[src/rtl/reset_sequencer.sv]
// Reset sequencer for the SATA PHY/core clock domain.
// Releases the transceiver PLL, PHY and core resets in strict order once the
// PLL reports a stable lock, and re-runs the whole sequence on lock loss, on a
// lock timeout or on a software restart. All outputs are registered and are
// decoded from the next state, so they change on the same edge as the FSM.
module reset_sequencer #(
    parameter int unsigned PLL_RST_CYCLES = 64,
    parameter int unsigned LOCK_TIMEOUT   = 65536,
    parameter int unsigned HOLD_CYCLES    = 1024,
    parameter int unsigned STEP_CYCLES    = 16
) (
    input  logic clk,
    input  logic areset_n,
    input  logic pll_locked,
    input  logic sw_restart,
    output logic pll_reset,
    output logic phy_reset,
    output logic core_reset,
    output logic ready,
    output logic lock_err
);

    // Shared down-counter width: large enough for the biggest load value.
    localparam int unsigned MAX_AB     = (PLL_RST_CYCLES > LOCK_TIMEOUT) ? PLL_RST_CYCLES : LOCK_TIMEOUT;
    localparam int unsigned MAX_CD     = (HOLD_CYCLES > STEP_CYCLES) ? HOLD_CYCLES : STEP_CYCLES;
    localparam int unsigned MAX_CYCLES = (MAX_AB > MAX_CD) ? MAX_AB : MAX_CD;
    localparam int          CNT_W      = $clog2(MAX_CYCLES) + 1;

    localparam logic [CNT_W-1:0] CNT_ONE  = CNT_W'(1);
    localparam logic [CNT_W-1:0] CNT_ZERO = '0;

    typedef enum logic [2:0] {
        ST_PLL_RST,
        ST_WAIT_LOCK,
        ST_HOLD,
        ST_PHY_REL,
        ST_DONE
    } state_t;

    state_t           state;
    state_t           state_nxt;
    logic [CNT_W-1:0] cnt;
    logic [CNT_W-1:0] cnt_nxt;
    logic             err_nxt;
    logic             lock_meta;
    logic             lock_s;

    // Counter value loaded on entry to a state: the number of edges the state
    // lasts. DONE has no duration, and a zero timeout disables WAIT_LOCK expiry.
    function automatic logic [CNT_W-1:0] load_for(input state_t s);
        logic [CNT_W-1:0] val;
        val = CNT_ZERO;
        case (s)
            ST_PLL_RST:   val = CNT_W'(PLL_RST_CYCLES);
            ST_WAIT_LOCK: val = CNT_W'(LOCK_TIMEOUT);
            ST_HOLD:      val = CNT_W'(HOLD_CYCLES);
            ST_PHY_REL:   val = CNT_W'(STEP_CYCLES);
            default:      val = CNT_ZERO;
        endcase
        return val;
    endfunction

    // Two-flop synchronizer for the asynchronous PLL lock flag.
    // NOTE: sequential state is always updated with non-blocking assignments so
    // every flop samples its inputs from before the edge, never a sibling's new value.
    always_ff @(posedge clk or negedge areset_n) begin
        if (!areset_n) begin
            lock_meta <= 1'b0;
            lock_s    <= 1'b0;
        end else begin
            lock_meta <= pll_locked;
            lock_s    <= lock_meta;
        end
    end

    // State register and shared counter.
    always_ff @(posedge clk or negedge areset_n) begin
        if (!areset_n) begin
            state <= ST_PLL_RST;
            cnt   <= CNT_W'(PLL_RST_CYCLES);
        end else begin
            state <= state_nxt;
            cnt   <= cnt_nxt;
        end
    end

    // Next-state, counter and lock-error decode.
    // NOTE: every signal written here gets a default first, so no path leaves
    // it unassigned and no latch is inferred.
    always_comb begin
        state_nxt = state;
        err_nxt   = 1'b0;
        cnt_nxt   = (cnt != CNT_ZERO) ? (cnt - CNT_ONE) : cnt;

        if (sw_restart) begin
            // Restart wins over every other transition and never flags an error.
            state_nxt = ST_PLL_RST;
        end else begin
            case (state)
                ST_PLL_RST: begin
                    if (cnt == CNT_ONE) begin
                        state_nxt = ST_WAIT_LOCK;
                    end
                end
                ST_WAIT_LOCK: begin
                    if (lock_s) begin
                        state_nxt = ST_HOLD;
                    end else if ((LOCK_TIMEOUT != 0) && (cnt == CNT_ONE)) begin
                        state_nxt = ST_PLL_RST;
                        err_nxt   = 1'b1;
                    end
                end
                ST_HOLD: begin
                    // A lock drop before the hold completes is a normal settle
                    // glitch: go back to waiting without reporting it.
                    if (!lock_s) begin
                        state_nxt = ST_WAIT_LOCK;
                    end else if (cnt == CNT_ONE) begin
                        state_nxt = ST_PHY_REL;
                    end
                end
                ST_PHY_REL: begin
                    if (!lock_s) begin
                        state_nxt = ST_PLL_RST;
                        err_nxt   = 1'b1;
                    end else if (cnt == CNT_ONE) begin
                        state_nxt = ST_DONE;
                    end
                end
                ST_DONE: begin
                    if (!lock_s) begin
                        state_nxt = ST_PLL_RST;
                        err_nxt   = 1'b1;
                    end
                end
                default: begin
                    state_nxt = ST_PLL_RST;
                end
            endcase
        end

        // Reload on every state entry; a restart while already in PLL_RST
        // also counts as a fresh entry.
        if (sw_restart || (state_nxt != state)) begin
            cnt_nxt = load_for(state_nxt);
        end
    end

    // Registered outputs decoded from the next state, so reassertion happens
    // on all outputs in the same edge and release follows the state order.
    always_ff @(posedge clk or negedge areset_n) begin
        if (!areset_n) begin
            pll_reset  <= 1'b1;
            phy_reset  <= 1'b1;
            core_reset <= 1'b1;
            ready      <= 1'b0;
            lock_err   <= 1'b0;
        end else begin
            pll_reset  <= (state_nxt == ST_PLL_RST);
            phy_reset  <= !((state_nxt == ST_PHY_REL) || (state_nxt == ST_DONE));
            core_reset <= (state_nxt != ST_DONE);
            ready      <= (state_nxt == ST_DONE);
            lock_err   <= err_nxt;
        end
    end

endmodule

[config.mk]
export PLATFORM = sky130hd
export DESIGN_NAME = reset_sequencer
export DESIGN_NICKNAME = d
export VERILOG_FILES = /design/src/rtl/reset_sequencer.sv
export SDC_FILE = /design/constraint.sdc
export NUM_CORES = 1
export LEC_CHECK = 0
export CORE_MARGIN = 2
export CORE_UTILIZATION = 31
export DETAILED_ROUTE_END_ITERATION = 10
export GPL_ROUTABILITY_DRIVEN = 0
export HOLD_SLACK_MARGIN = 0.08
export SETUP_SLACK_MARGIN = 0.4
export SLEW_MARGIN = 5
export SYNTH_ARGS = -nofsm -noshare
export SYNTH_HDL_FRONTEND = slang
export SYNTH_SLANG_ARGS = --single-unit
export TNS_END_PERCENT = 30
[constraint.sdc]
create_clock -name clk -period 3.9 [get_ports clk]
set_input_delay 0.585 -clock clk [delete_from_list [all_inputs] [get_ports clk]]
set_output_delay 0.585 -clock clk [all_outputs]
set_load 0.03 [all_outputs]
==> impl_metrics.prom <==
# TYPE chip_impl_metric gauge
chip_impl_info{name="min-delay-path-class",value="reg -> reg"} 1
chip_impl_metric{name="layout-area-overhead-vs-synth",unit="%"} 10.82
chip_impl_info{name="most_frequent_cell_after_synthesis",value="dfrtp_1"} 1
chip_impl_metric{name="clockBufferDepth",unit=""} 2
chip_impl_metric{name="worst-endpoint-arrival",unit="ns"} 2.48
chip_impl_metric{name="routed-via-count",unit=""} 1311
chip_impl_metric{name="cts_inserted_buffers",unit=""} 3
chip_impl_metric{name="cts.sinks",unit=""} 27
chip_impl_metric{name="fin_worst_skew",unit="ns"} 0.007569
chip_impl_metric{name="delay_of_the_slowest_cell_on_the_worst_path",unit="ns"} 0.53
chip_impl_metric{name="number_of_enable_flip_flop_cells_after_synthesis",unit=""} 0
chip_impl_info{name="cp-start-kind",value="flip-flop"} 1
chip_impl_info{name="yosys-top-cells-count",value="dfrtp_1 (23), a21oi_1 (11), inv_1 (11), nand2_1 (11), nor3_1 (10)"} 1
chip_impl_metric{name="holdBufCountCts",unit=""} 0
chip_impl_metric{name="ys.warnings.count",unit=""} 0
chip_impl_metric{name="die_area",unit="sq um"} 6089
chip_impl_metric{name="required",unit="ns"} 4.11
chip_impl_metric{name="clkLatencyLatePin",unit="ns"} 0.28
chip_impl_metric{name="finalWirelength",unit="mm"} 3.489
chip_impl_metric{name="max_freq",unit="MHz"} 440.8
chip_impl_metric{name="timing_worst_slew_pin_value",unit="ns"} 0.5795
chip_impl_metric{name="routed_wire_length_per_instance",unit="um"} 14.07
chip_impl_metric{name="finalHoldViolations",unit=""} 0
chip_impl_metric{name="final_layout_size_suffix_gt1_frac",unit=""} 0.1348
chip_impl_info{name="synth_area_leader_cell",value="dfrtp_1"} 1
chip_impl_info{name="timing.hold.worst_endpoint",value="lock_s$_DFF_PN0_"} 1
chip_impl_info{name="critical-path-slowest-cell",value="and4_1"} 1
chip_impl_metric{name="powerDensity",unit="nW/um^2"} 741.8
chip_impl_info{name="synth_top_cells_by_area",value="dfrtp_1 (34%), dfstp_2 (6.2%), mux2i_1 (3.5%), a21oi_1 (3.2%), nor3_1 (2.9%)"} 1
chip_impl_info{name="clock-root-buffer",value="clkbuf_8"} 1
chip_impl_info{name="cpLargestDelayFamily",value="simple AND/OR/NAND/NOR gates"} 1
chip_impl_info{name="crit_start",value="cnt[1]$_DFFE_PN0P_"} 1
chip_impl_metric{name="irDropWorstVdd",unit="uV"} 326.9
chip_impl_metric{name="synth-seq-cells",unit=""} 27
chip_impl_metric{name="filler_cell_count",unit=""} 553
chip_impl_info{name="critical_path.reg2reg.endpoint",value="cnt[4]$_DFFE_PN0P_"} 1
chip_impl_metric{name="placeableCoreArea",unit="sq um"} 5205
chip_impl_info{name="worst_r2r_startpoint",value="cnt[1]$_DFFE_PN0P_"} 1
chip_impl_metric{name="initial_utilization",unit=""} 0.3264
chip_impl_metric{name="timing.final.crit_share",unit=""} 0.5817
chip_impl_metric{name="post_cts.resized_instances",unit=""} 0
chip_impl_metric{name="post_synth_num_cell_types",unit=""} 50
chip_impl_metric{name="setup-violations-final",unit=""} 0
chip_impl_metric{name="synth-async-reset-ratio",unit=""} 1.000
chip_impl_metric{name="numPortBuffers",unit=""} 8
chip_impl_metric{name="ff2ff_path_depth",unit=""} 6
chip_impl_info{name="rsz0062_at_grt",value="no"} 1
chip_impl_metric{name="drt_pass1_iterations",unit=""} 4
chip_impl_metric{name="floorplan.io_pins",unit=""} 9
chip_impl_metric{name="drv_slew",unit=""} 0
chip_impl_metric{name="cts_post_setup_buffers_inserted",unit=""} 0
chip_impl_metric{name="die_width",unit="um"} 78.04
chip_impl_info{name="worstPathCellList",value="inv_1, ha_1, nor4b_1, and4_1, mux2_2, mux2i_1"} 1
chip_impl_metric{name="overflow",unit=""} 0
chip_impl_metric{name="setup_ws",unit="ns"} 1.632
chip_impl_info{name="endpoint_kind",value="flip-flop"} 1
chip_impl_info{name="run_status",value="complete, no violations"} 1
chip_impl_info{name="ys.flop_type",value="dfrtp_1"} 1
chip_impl_metric{name="setup.reg_to_reg.worst_slack",unit="ns"} 1.63
chip_impl_metric{name="post_synthesis_net_count",unit=""} 181
chip_impl_info{name="path_class",value="reg -> reg"} 1
chip_impl_metric{name="worst-path-buf-inv",unit=""} 1
chip_impl_metric{name="grt_antenna_before_repair",unit=""} 0
chip_impl_metric{name="gr_util_all_layers",unit=""} 0.1233
chip_impl_metric{name="seq_area_frac_synth",unit=""} 0.4006
chip_impl_metric{name="finalSetupTns",unit="ns"} 0
chip_impl_metric{name="grt_start_max_net_pins",unit=""} 28
chip_impl_metric{name="placementRows",unit=""} 26
chip_impl_info{name="cts_tree",value="yes"} 1
chip_impl_metric{name="syn_inst",unit=""} 174
chip_impl_metric{name="post-route-min-period",unit="ns"} 2.268
chip_impl_metric{name="netlist.area_leader.share",unit=""} 0.3387
chip_impl_metric{name="multiInputGateArea",unit="sq um"} 922.1
chip_impl_metric{name="clock_tree.htree_level_count",unit=""} 1
chip_impl_metric{name="grt_pass1_wl",unit="mm"} 6.016
chip_impl_metric{name="initialDrtViolationCount",unit=""} 179
chip_impl_metric{name="synth.cell_area",unit="sq um"} 1699
chip_impl_metric{name="die-height",unit="um"} 78.04
chip_impl_metric{name="clkTransAtPathRegs",unit="ns"} 0.10
chip_impl_metric{name="place_hpwl",unit="mm"} 2.375
chip_impl_metric{name="worst_slew_margin_rel",unit=""} 0.6104
chip_impl_metric{name="drt_drc_violations_left",unit=""} 0
chip_impl_metric{name="post_dr_vias_cell",unit=""} 5.286
chip_impl_metric{name="fin_worst_hold_slack",unit="ns"} 0.3538
chip_impl_metric{name="timing.critical_path.fanout_max",unit=""} 9
chip_impl_metric{name="post-place-ws",unit="ns"} 1.642
chip_impl_metric{name="synth_area_per_cell",unit="sq um"} 9.765
chip_impl_metric{name="route.antenna.remaining_nets",unit=""} 0
chip_impl_metric{name="regArea",unit="sq um"} 680.7
chip_impl_info{name="hold_path_origin",value="lock_meta$_DFF_PN0_"} 1
chip_impl_metric{name="maxCapViolCount",unit=""} 0
chip_impl_metric{name="insertedDiodeCount",unit=""} 0
chip_impl_metric{name="grt_pass1_vias",unit=""} 1194
chip_impl_metric{name="leakage",unit="uW"} 0.0007014
chip_impl_metric{name="hold-path-cell-count",unit=""} 0
chip_impl_metric{name="layout.nets",unit=""} 186
## flip-flops by register name, summed over array words and instances (netlist names)
| register | count |
|---|---|
| lock_s | 1 |
| lock_err | 1 |
| cnt | 17 |
| pll_reset | 1 |
| state | 3 |
| lock_meta | 1 |
| core_reset | 1 |
| phy_reset | 1 |
| ready | 1 |
## cells by family (layout without fill, tap and decap cells)
kind of cell | Yosys count | in the layout | synth area share
AND/OR/NAND/NOR | 63 | 63 | 0.2555
AO/OA/AOI/OAI | 47 | 47 | 0.1974
flip-flops | 27 | 27 | 0.4006
buffers and inverters | 22 | 26 | 0.05669
multiplexers | 7 | 7 | 0.04197
XOR/XNOR | 5 | 5 | 0.02578
adder cells (fa/ha/maj) | 3 | 3 | 0.02209
## final cells by class
cell class              count  share of cell area
clock inverters             1            0.003987
clock buffers               3             0.02193
repair buffers             11             0.05448
flip-flops and latches     27              0.3615
multi-input cells         125              0.4897
inverters                  11             0.02193
well taps                  70             0.04651
## through the flow
stage,utilization,std cells,cell area [sq um],power [uW]
global route,0.3618,248,1883,1531
finish,0.3618,248,1883,1397
global placement,0.3524,244,1834,1233
detailed placement,0.3524,244,1834,1233
floorplan,-,174,1699,1080
CTS,0.3618,248,1883,1409
## routing by layer
layer	global-route usage	part of all wire
met1	0.1816	0.49
met2	0.1828	0.46
met3	0.02414	0.044
met4	0.03684	0.0083
met5	0	0
## cell usage in the layout, fill, tap and decap left out, types with 4 or more instances in the layout
| master | count |
|---|---|
| nand2_1 | 11 |
| a21oi_1 | 11 |
| dfstp_2 | 4 |
| inv_1 | 11 |
| nor3_1 | 10 |
| o211ai_1 | 4 |
| nand4_1 | 4 |
| clkdlybuf4s50_1 | 8 |
| nor2_1 | 6 |
| a211oi_1 | 4 |
| nor2b_1 | 5 |
| dfrtp_1 | 23 |
| o21ai_0 | 9 |
| mux2i_1 | 6 |
## report_power, final
part	switching (uW)	leakage, uW	internal [uW]
clock network	97.8	0.0000217	72.8
registers	125	0.000351	360
logic	425	0.000329	316
## how the worst max path moves through the flow
stage	endpoint	cells after the start
floorplan	cnt[4]$_DFFE_PN0P_	7
global placement	cnt[4]$_DFFE_PN0P_	5
detailed placement	cnt[10]$_DFFE_PN0P_	5
CTS	cnt[4]$_DFFE_PN0P_	6
global route	cnt[4]$_DFFE_PN0P_	6
finish	cnt[4]$_DFFE_PN0P_	6
(Power assumes the default switching activity.)
